===== config.mk =====
export PLATFORM = sky130hd
export DESIGN_NAME = tpu_perf_monitor
export DESIGN_NICKNAME = d
export VERILOG_FILES = /design/src/rtl/tpu_perf_pkg.sv /design/src/rtl/tpu_sat_counter.sv /design/src/rtl/tpu_perf_monitor.sv
export SDC_FILE = /design/constraint.sdc
export NUM_CORES = 1
export LEC_CHECK = 0
export ABC_AREA = 0
export CORE_AREA = 2 2 189 191
export CTS_BUF_LIST = sky130_fd_sc_hd__clkbuf_4
export DETAILED_ROUTE_END_ITERATION = 7
export DIE_AREA = 0 0 191 193
export PLACE_DENSITY = 0.73
export RECOVER_POWER = 100
export SYNTH_ARGS = -nofsm -noshare
export SYNTH_HDL_FRONTEND = slang
export SYNTH_HIERARCHICAL = 1
export SYNTH_SLANG_ARGS = --single-unit

===== constraint.sdc =====
create_clock -name clk -period 5 [get_ports clk]
set_clock_uncertainty 0.15 [all_clocks]
set_input_delay 1 -clock clk [delete_from_list [all_inputs] [get_ports clk]]
set_output_delay 1 -clock clk [all_outputs]
set_load 0.02 [all_outputs]

===== src/rtl/tpu_perf_pkg.sv =====
// Shared types, default widths and saturating-increment helper for the tpu_core perf monitor.
package tpu_perf_pkg;

    typedef enum logic {
        IDLE = 1'b0,
        RUN  = 1'b1
    } state_e;

    localparam int unsigned DEF_CNT_W = 32;
    localparam int unsigned DEF_MAC_W = 40;
    localparam int unsigned DEF_RUN_W = 16;

    // Add step to value, clipping at the all-ones value of a width-bit counter.
    function automatic logic [63:0] sat_inc(input logic [63:0]   value,
                                            input logic [63:0]   step,
                                            input int unsigned   width);
        logic [63:0] max_v;
        max_v = (width >= 64) ? '1 : ((64'(1) << width) - 64'(1));
        if ((value >= max_v) || (step > (max_v - value))) begin
            return max_v;
        end
        return value + step;
    endfunction

endpackage


===== src/rtl/tpu_sat_counter.sv =====
// Saturating up-counter with a sticky flag that records any clipped increment.
module tpu_sat_counter
    import tpu_perf_pkg::*;
#(
    parameter int unsigned W    = 32,
    parameter int unsigned STEP = 1
) (
    input  logic         clk,
    input  logic         rst,
    input  logic         clr,
    input  logic         inc,
    output logic [W-1:0] value,
    output logic         sat,
    output logic [W-1:0] value_nxt_c,
    output logic         sat_nxt_c
);

    logic [63:0] sum;
    logic [63:0] stepped;

    // Next value is exported so the owner can snapshot this cycle's increment.
    always_comb begin
        value_nxt_c = value;
        sat_nxt_c   = sat;
        sum         = 64'(value) + 64'(STEP);
        stepped     = sat_inc(64'(value), 64'(STEP), W);
        if (clr) begin
            value_nxt_c = '0;
            sat_nxt_c   = 1'b0;
        end else if (inc) begin
            value_nxt_c = W'(stepped);
            sat_nxt_c   = sat | (stepped != sum);
        end
    end

    always_ff @(posedge clk) begin
        if (rst) begin
            value <= '0;
            sat   <= 1'b0;
        end else begin
            value <= value_nxt_c;
            sat   <= sat_nxt_c;
        end
    end

endmodule


===== src/rtl/tpu_perf_monitor.sv =====
// Run-level performance monitor snooping tpu_core start/feed/done into registered snapshots.
// Optional watchdog enabled by defining TPU_PERF_WATCHDOG_EN.
module tpu_perf_monitor
    import tpu_perf_pkg::*;
#(
    parameter int unsigned N     = 4,
    parameter int unsigned CNT_W = DEF_CNT_W,
    parameter int unsigned MAC_W = DEF_MAC_W,
    parameter int unsigned RUN_W = DEF_RUN_W
) (
    input  logic             clk,
    input  logic             rst,
    input  logic             clear,
    input  logic             start,
    input  logic             in_valid,
    input  logic             in_ready,
    input  logic             done,
    input  logic [CNT_W-1:0] cfg_timeout,
    output logic             active,
    output logic             perf_valid,
    output logic             timeout,
    output logic             overflow,
    output logic [CNT_W-1:0] cyc_total,
    output logic [CNT_W-1:0] cyc_feed,
    output logic [CNT_W-1:0] cyc_stall,
    output logic [CNT_W-1:0] cyc_bubble,
    output logic [MAC_W-1:0] mac_count,
    output logic [RUN_W-1:0] run_count
);

    localparam int unsigned MAC_STEP = N * N;

    state_e state;
    state_e nxt_state;

    logic cnt_clr;
    logic cnt_run;
    logic feed_inc;
    logic stall_inc;
    logic bubble_inc;
    logic wd_hit;
    logic snap_en;
    logic snap_timeout;
    logic run_inc;
    logic flags_drop;
    logic ovf_nxt;

    logic [CNT_W-1:0] tot_q,    tot_nxt;
    logic [CNT_W-1:0] feed_q,   feed_nxt;
    logic [CNT_W-1:0] stall_q,  stall_nxt;
    logic [CNT_W-1:0] bubble_q, bubble_nxt;
    logic [MAC_W-1:0] mac_q,    mac_nxt;
    logic             tot_sat,    tot_sat_nxt;
    logic             feed_sat,   feed_sat_nxt;
    logic             stall_sat,  stall_sat_nxt;
    logic             bubble_sat, bubble_sat_nxt;
    logic             mac_sat,    mac_sat_nxt;

    // Counter controls kept outside the FSM process so the watchdog compare has no loop.
    assign cnt_clr    = clear | ((state == IDLE) & start);
    assign cnt_run    = (state == RUN) & ~clear;
    assign feed_inc   = cnt_run & in_valid & in_ready;
    assign stall_inc  = cnt_run & in_valid & ~in_ready;
    assign bubble_inc = cnt_run & ~in_valid;

    tpu_sat_counter #(.W(CNT_W), .STEP(1)) u_total (
        .clk(clk), .rst(rst), .clr(cnt_clr), .inc(cnt_run),
        .value(tot_q), .sat(tot_sat), .value_nxt_c(tot_nxt), .sat_nxt_c(tot_sat_nxt)
    );

    tpu_sat_counter #(.W(CNT_W), .STEP(1)) u_feed (
        .clk(clk), .rst(rst), .clr(cnt_clr), .inc(feed_inc),
        .value(feed_q), .sat(feed_sat), .value_nxt_c(feed_nxt), .sat_nxt_c(feed_sat_nxt)
    );

    tpu_sat_counter #(.W(CNT_W), .STEP(1)) u_stall (
        .clk(clk), .rst(rst), .clr(cnt_clr), .inc(stall_inc),
        .value(stall_q), .sat(stall_sat), .value_nxt_c(stall_nxt), .sat_nxt_c(stall_sat_nxt)
    );

    tpu_sat_counter #(.W(CNT_W), .STEP(1)) u_bubble (
        .clk(clk), .rst(rst), .clr(cnt_clr), .inc(bubble_inc),
        .value(bubble_q), .sat(bubble_sat), .value_nxt_c(bubble_nxt), .sat_nxt_c(bubble_sat_nxt)
    );

    tpu_sat_counter #(.W(MAC_W), .STEP(MAC_STEP)) u_mac (
        .clk(clk), .rst(rst), .clr(cnt_clr), .inc(feed_inc),
        .value(mac_q), .sat(mac_sat), .value_nxt_c(mac_nxt), .sat_nxt_c(mac_sat_nxt)
    );

    assign ovf_nxt = tot_sat_nxt | feed_sat_nxt | stall_sat_nxt | bubble_sat_nxt | mac_sat_nxt;

    // Snapshots are taken from next values, so registered live state is only observed here.
    logic unused_live;
    assign unused_live = ^{tot_q, feed_q, stall_q, bubble_q, mac_q,
                           tot_sat, feed_sat, stall_sat, bubble_sat, mac_sat};

`ifdef TPU_PERF_WATCHDOG_EN
    assign wd_hit = (cfg_timeout != '0) && (tot_nxt == cfg_timeout);
`else
    logic unused_cfg;
    assign wd_hit     = 1'b0;
    assign unused_cfg = ^cfg_timeout;
`endif

    // Next-state and snapshot control; clear outranks done/watchdog, which outrank start.
    always_comb begin
        nxt_state    = state;
        snap_en      = 1'b0;
        snap_timeout = 1'b0;
        run_inc      = 1'b0;
        flags_drop   = 1'b0;
        if (clear) begin
            nxt_state = IDLE;
        end else begin
            unique case (state)
                IDLE: begin
                    if (start) begin
                        nxt_state  = RUN;
                        flags_drop = 1'b1;
                    end
                end
                RUN: begin
                    if (done) begin
                        nxt_state = IDLE;
                        snap_en   = 1'b1;
                        run_inc   = 1'b1;
                    end else if (wd_hit) begin
                        nxt_state    = IDLE;
                        snap_en      = 1'b1;
                        snap_timeout = 1'b1;
                    end
                end
                default: nxt_state = IDLE;
            endcase
        end
    end

    always_ff @(posedge clk) begin
        if (rst) begin
            state      <= IDLE;
            active     <= 1'b0;
            perf_valid <= 1'b0;
            timeout    <= 1'b0;
            overflow   <= 1'b0;
            cyc_total  <= '0;
            cyc_feed   <= '0;
            cyc_stall  <= '0;
            cyc_bubble <= '0;
            mac_count  <= '0;
            run_count  <= '0;
        end else begin
            state  <= nxt_state;
            active <= (state == RUN);
            if (clear) begin
                perf_valid <= 1'b0;
                timeout    <= 1'b0;
                overflow   <= 1'b0;
                cyc_total  <= '0;
                cyc_feed   <= '0;
                cyc_stall  <= '0;
                cyc_bubble <= '0;
                mac_count  <= '0;
                run_count  <= '0;
            end else if (snap_en) begin
                perf_valid <= 1'b1;
                timeout    <= snap_timeout;
                overflow   <= ovf_nxt;
                cyc_total  <= tot_nxt;
                cyc_feed   <= feed_nxt;
                cyc_stall  <= stall_nxt;
                cyc_bubble <= bubble_nxt;
                mac_count  <= mac_nxt;
                if (run_inc) begin
                    run_count <= RUN_W'(sat_inc(64'(run_count), 64'd1, RUN_W));
                end
            end else if (flags_drop) begin
                perf_valid <= 1'b0;
                timeout    <= 1'b0;
                overflow   <= 1'b0;
            end
        end
    end

endmodule


* After elaboration in Yosys (flattened, before gate mapping)
Index checks and enable logic that the tools add are counted.
** Operators by class
- $add $sub $neg :: 12
- Order comparisons :: 12
- Equal/unequal tests :: 5
- Mux-type cells :: 52
- Bitwise gates (word level) :: 20
- Reductions and logical operators :: 8
** Operator list (count)
- 2-to-1 mux 64 bit :: 10
- > comparator 1 x 64 -> 1 bit, first input constant :: 5
- != test 64 bit :: 5
- 2-to-1 mux 32 bit :: 8
- adder 32 x 1 -> 33 bit, second input constant :: 4
- subtractor 32 x 32 -> 33 bit, first input constant :: 4
- greater-or-equal comparator 32 bit, second input constant :: 4
- 2-to-1 mux 40 bit :: 2
- > comparator 5 x 64 -> 1 bit, first input constant :: 1
- adder 40 x 5 -> 41 bit, second input constant :: 1
- subtractor 40 x 40 -> 41 bit, first input constant :: 1
- greater-or-equal comparator 40 bit, second input constant :: 1
- 2-to-1 mux 16 bit :: 2
- 2-to-1 mux 1 bit :: 29
- subtractor 16 x 16 -> 17 bit, first input constant :: 1
- adder 16 x 1 -> 16 bit, second input constant :: 1
- greater-or-equal comparator 16 bit, second input constant :: 1
- bitwise OR 1 bit :: 10
- bitwise AND 1 bit :: 6
- logical OR 1 bit :: 6
- inverter 1 bit :: 4
- case mux 1 bit (2 select lines) :: 1
- nonzero test 2 bit :: 1
- OR reduction 2 bit :: 1
** Storage, ports and cells
- Flip-flop bits (word level) :: 361
- Bits of input ports :: 39
- Output and inout bits :: 188
- Logic and storage cells :: 129

* Longest topological paths before layout
- Word-level depth :: 14
- Mapped depth :: 12
- Gate-level depth less buffers :: 10

* By module
Netlist, hierarchy kept.
** Modules (own cells, without submodules)
- tpu_perf_monitor :: instances 1, cells each 858, area an instance 6764.0 µm², sequential area each 3763.6 µm²
- tpu_sat_counter (u_bubble ...) :: instances 3, cells each 270, area an instance 2100.8 µm², sequential area each 660.6 µm²
- tpu_sat_counter (u_mac) :: instances 1, cells each 318, area an instance 2301.0 µm², sequential area each 820.8 µm²
- tpu_sat_counter (u_total) :: instances 1, cells each 249, area an instance 1883.1 µm², sequential area each 660.6 µm²

* Worst setup path before layout
Ideal clock, no wire load.
- Kind :: input-to-reg
- Start point :: input clear
- End point :: register mac_count[37]
- Library setup time :: 132 ps
- Arrival time :: 3267 ps
- Data required time :: 4718 ps
- Setup slack :: 1451 ps
- Cell stages on the path :: 11
- Buffers on the path :: 2
- Path through :: nor2b_1 -> and3_1 -> buf_2 -> nand4_1 -> or4_1 -> clkbuf_1 -> nor2_1 -> nor4bb_1 -> nor3_1 -> nand2_1 -> a21oi_1
** Between the ends
- Word-level cells in the longest chain between the ends :: 6
- Elaborated cells between the ends (all ways) :: 9
- Classes of those cells :: 3 x mux; 5 x bitwise; 1 x reduce/logical
** Ends and longest elaborated chain
- from (decl) :: RTL line tpu_perf_monitor.sv:13 : input logic clear,
- inverter 1 bit :: RTL line tpu_perf_monitor.sv:61 : assign cnt_run = (state == RUN) & ~clear;
- bitwise AND 1 bit :: RTL line tpu_perf_monitor.sv:61
- bitwise AND 1 bit (2 in series) :: RTL line tpu_perf_monitor.sv:62 : assign feed_inc = cnt_run & in_valid & in_ready;
- named net feed_inc :: RTL line tpu_perf_monitor.sv:38 : logic feed_inc;
- 2-to-1 mux 40 bit :: RTL line tpu_sat_counter.sv:30 : end else if (inc) begin
- 2-to-1 mux 40 bit :: RTL line tpu_sat_counter.sv:27 : if (clr) begin
- named net mac_nxt[37] :: RTL line tpu_perf_monitor.sv:52 : logic [MAC_W-1:0] mac_q, mac_nxt;
- to (signal assigned) :: RTL line tpu_perf_monitor.sv:173 : mac_count <= mac_nxt;
- to (decl) :: RTL line tpu_perf_monitor.sv:27 : output logic [MAC_W-1:0] mac_count,
The timed path passes the listed nets, and every way through them passes these cells.
A chain may end at the register's enable or synchronous reset.

* Worst setup path in the final report
- Start point :: input rst
- End point :: register cyc_stall[27]
** Between the ends
- Word-level cells in the longest chain between the ends :: 1
** Ends and longest elaborated chain
- from (decl) :: RTL line tpu_perf_monitor.sv:12 : input logic rst,
- OR reduction 2 bit (no source line)
- to (signal assigned) :: RTL line tpu_perf_monitor.sv:171 : cyc_stall <= stall_nxt;
- to (decl) :: RTL line tpu_perf_monitor.sv:25 : output logic [CNT_W-1:0] cyc_stall,
No other way between the ends.

==> flow_summary.yaml <==
logic_synthesis:
  synth_area_per_cell_sq_um: 7.72
  synth_enable_flop_cells: 0
  ys_async_sr_fraction_pct: 0
  synthAdderAreaFrac_pct: 0.508
  synth_top_family_by_area: "simple AND/OR/NAND/NOR gates"
  synth.cell_area_sq_mm: 0.0173
  synth_xor_area_share_pct: 0.203
  yosys.area_share.simple_pct: 33.4
  syn_inst: 2235
  ys_types: 65
  syn-num-nets: 2281
  yosys_warnings: 6
  synth_mux_area_share_pct: 0.174
  synth_ff_type: "dfxtp_1"
  ys_seq_elements: 361
  synth_compound_area_share_pct: 19.2
  synth_seq_area_share_pct: 41.9
drt:
  dr.first_iter.drc_count: 1173
  vias: 17400
  drc: 0
  wl_per_cell_um: 16.9
  dr.pass1.iters: 5
  finalWirelength_um: 49500
  drtAntennaViolNets: 0
  vias_per_cell: 5.93
clock_network:
  cts-resized-gates: 0
  cts_tree: "done"
  clk_pin_slew_ps: 70
  htree_levels: 3
  cts_made_buffers: 96
  cts.sinks: 361
  clockBufferDepth: 3
  clk_latency_ps: 780
  hold_buffers: 0
  postCtsSetupRepairBufs: 0
  clock-root-buffer: "clkbuf_4"
place:
  hpwlAfterDp_um: 33500
  place_ws_ps: 344
  portBuffers: 193
  gp_congestion: 0.908
worst_setup_path:
  crit_required_ps: 5440
  rr_endpoint: "u_mac/value[14]$_SDFF_PP0_"
  r2r_slack_ps: 1380
  critPathMaxStageDelay_ps: 1400
  cp_max_fo: 44
  cp-startpoint: "rst"
  start_kind: "input pin"
  arrival_ps: 4730
  path_class: "input pin to flip-flop"
  r2r_start: "state$_SDFF_PP0_"
  reg2regPathDepth: 4
  slowest_stage: "or2_0"
  path_cells: "dlygate4sd3_1, clkbuf_1, or2_0, clkbuf_2, a21oi_1"
  cp-end-kind: "flip-flop"
hold_path:
  whs_path_depth: 2
  holdPathEnd: "mac_count[30]$_SDFFE_PP0P_"
  hp-class: "flip-flop to flip-flop"
  worstHoldStart: "mac_count[30]$_SDFFE_PP0P_"
global_routing:
  antenna_found_initial: 1
  grt_pass1_wl_um: 80500
  grt_pass1_vias: 16400
  grt-ovfl-total: 0
  grt_usage_pct: 26.5
  grt_max_degree: 89
layout:
  nets: 2443
  syn_to_final_growth_pct: 18.7
  drive_gt1_share_pct: 8.95
  layout_commonest_cell: "nand2_1"
  multi_input_area_sq_mm: 0.00924
  fillers: 3311
  layout_common_cells: "399 x nand2_1, 361 x dfxtp_1, 233 x a21oi_1"
  seq_area_sq_mm: 0.00723
outcome:
  violations: "max-capacitance violations, max-slew violations"
  status: "complete, but fails checks"
floorplanning:
  fp.dieH_um: 193
  initial_core_util_pct: 49.3
  dieWidth_um: 191
  ioPinCount: 227
  core_area_sq_mm: 0.0350
  rows: 69
  die_area_sq_mm: 0.0369
sta:
  period_minus_slack_ps: 4280
  relSlewSlack_pct: -66.6
  fmaxAchievable_mhz: 233
  fin_setup_tns_ps: 0
  setup_slack_ps: 715
  slew_violations: 199
  worst_slew_pin_slew_ps: 2500
  rsz0062_at_grt: "false"
  setup_viol: 0
  finalCritPeriodShare_pct: 85.7
  hold_viol_final: 0
run:
  cap_violations: 5
power:
  ir_drop_mv: 0.234
  p_leak_uw: 0.00761
  power.density_mw_per_mm2: 279
==> metrics by stage <==
| step | std cells | hold slack, ps | util (%) | power [uW] | instance area, sq um |
|---|---|---|---|---|---|
| after floorplan | 2235 | 289 | - | 3030 | 17300 |
| after global placement | 2760 | 293 | 55.0 | 3080 | 19200 |
| after detailed placement | 2760 | 297 | 55.0 | 3080 | 19200 |
| after CTS | 2930 | 305 | 58.7 | 5820 | 20500 |
| after global routing | 2932 | 321 | 58.6 | 5970 | 20500 |
| final | 2932 | 300 | 58.6 | 5720 | 20500 |
==> synth_stat cells (all sizes together), types with 3 or more instances <==
master / n / share of area [%]
or3: 7 / 0.25
a211oi: 24 / 1.0
mux2i: 3 / 0.17
and3: 115 / 4.2
ha: 7 / 0.51
or4: 13 / 0.65
a311o: 3 / 0.17
nor2b: 9 / 0.33
nand3: 76 / 2.3
inv: 13 / 0.28
o2111ai: 7 / 0.36
or2: 27 / 0.99
and2: 13 / 0.47
nand2: 400 / 8.7
o21bai: 36 / 1.6
a41o: 4 / 0.23
nand4: 45 / 1.9
nor4b: 7 / 0.36
nand2b: 25 / 0.91
and4: 43 / 2.2
dfxtp: 361 / 42
and3b: 3 / 0.15
o211ai: 7 / 0.30
nor3: 152 / 4.6
nor4: 31 / 1.4
a31oi: 125 / 4.5
a41oi: 11 / 0.56
xnor2: 4 / 0.20
buf: 66 / 2.4
a21o: 6 / 0.26
nor2: 165 / 3.6
a311oi: 18 / 0.91
clkbuf: 89 / 1.9
a21oi: 233 / 6.8
o21ai: 65 / 1.9
==> layer usage <==
metal  track usage [%]  vias up  wire length [um]
li1                  -     8525                 -
met1              34.3     8217             22200
met2              43.3      534             23000
met3              5.03      105              2860
met4              11.6        0              1500
met5                 0        -                 0
==> layout make-up <==
type,count,share of cell area (%)
Inverter,13,0.238
Tap cell,461,2.82
Multi-Input combinational cell,1706,45.1
Clock inverter,30,1.09
Antenna cell,2,0.0244
Sequential cell,361,35.3
Timing Repair Buffer,219,10.3
Clock buffer,140,5.13
==> critical path: cells and delay by family <==
kind,cells,cell delay (ps)
compound gates,1,120
buf+inv,3,2180
simple gates,1,1400
==> worst max path at each step <==
stage,endpoint,slack (ps),depth (start not counted)
floorplan,mac_count[37]$_SDFFE_PP0P_,1450,11
global placement,cyc_feed[27]$_SDFFE_PP0P_,460,11
detailed placement,cyc_feed[27]$_SDFFE_PP0P_,340,11
CTS,cyc_feed[27]$_SDFFE_PP0P_,1190,11
global route,cyc_stall[27]$_SDFFE_PP0P_,480,5
finish,cyc_stall[27]$_SDFFE_PP0P_,720,5
==> kinds of logic (layout without fill, tap and decap cells) <==
logic type | count (synthesis) | count (layout)
simple gates | 1139 | 1139
compound gates | 552 | 552
flops | 361 | 361
buf+inv | 168 | 402
fa+ha+maj | 7 | 7
xor+xnor | 4 | 4
mux | 3 | 3
other cells | 1 | 3
==> state kept, by name, indices dropped and copies added, names as in the netlist, 32 cells and up <==
signal and cells:
cyc_feed 32, u_stall/value 32, u_total/value 32, cyc_bubble 32, cyc_total 32, u_bubble/value 32
u_feed/value 32, cyc_stall 32, u_mac/value 40, mac_count 40
==> power breakdown <==
part           switching, uW  total, uW  leakage, uW  internal [uW]
Combinational            106        130      0.00394           24.4
Sequential              1.94       2880      0.00291           2880
Clock                   1220       2710     0.000761           1490
Total                   1330       5720      0.00761           4390
Note: power is estimated with default switching activity, not from simulation.
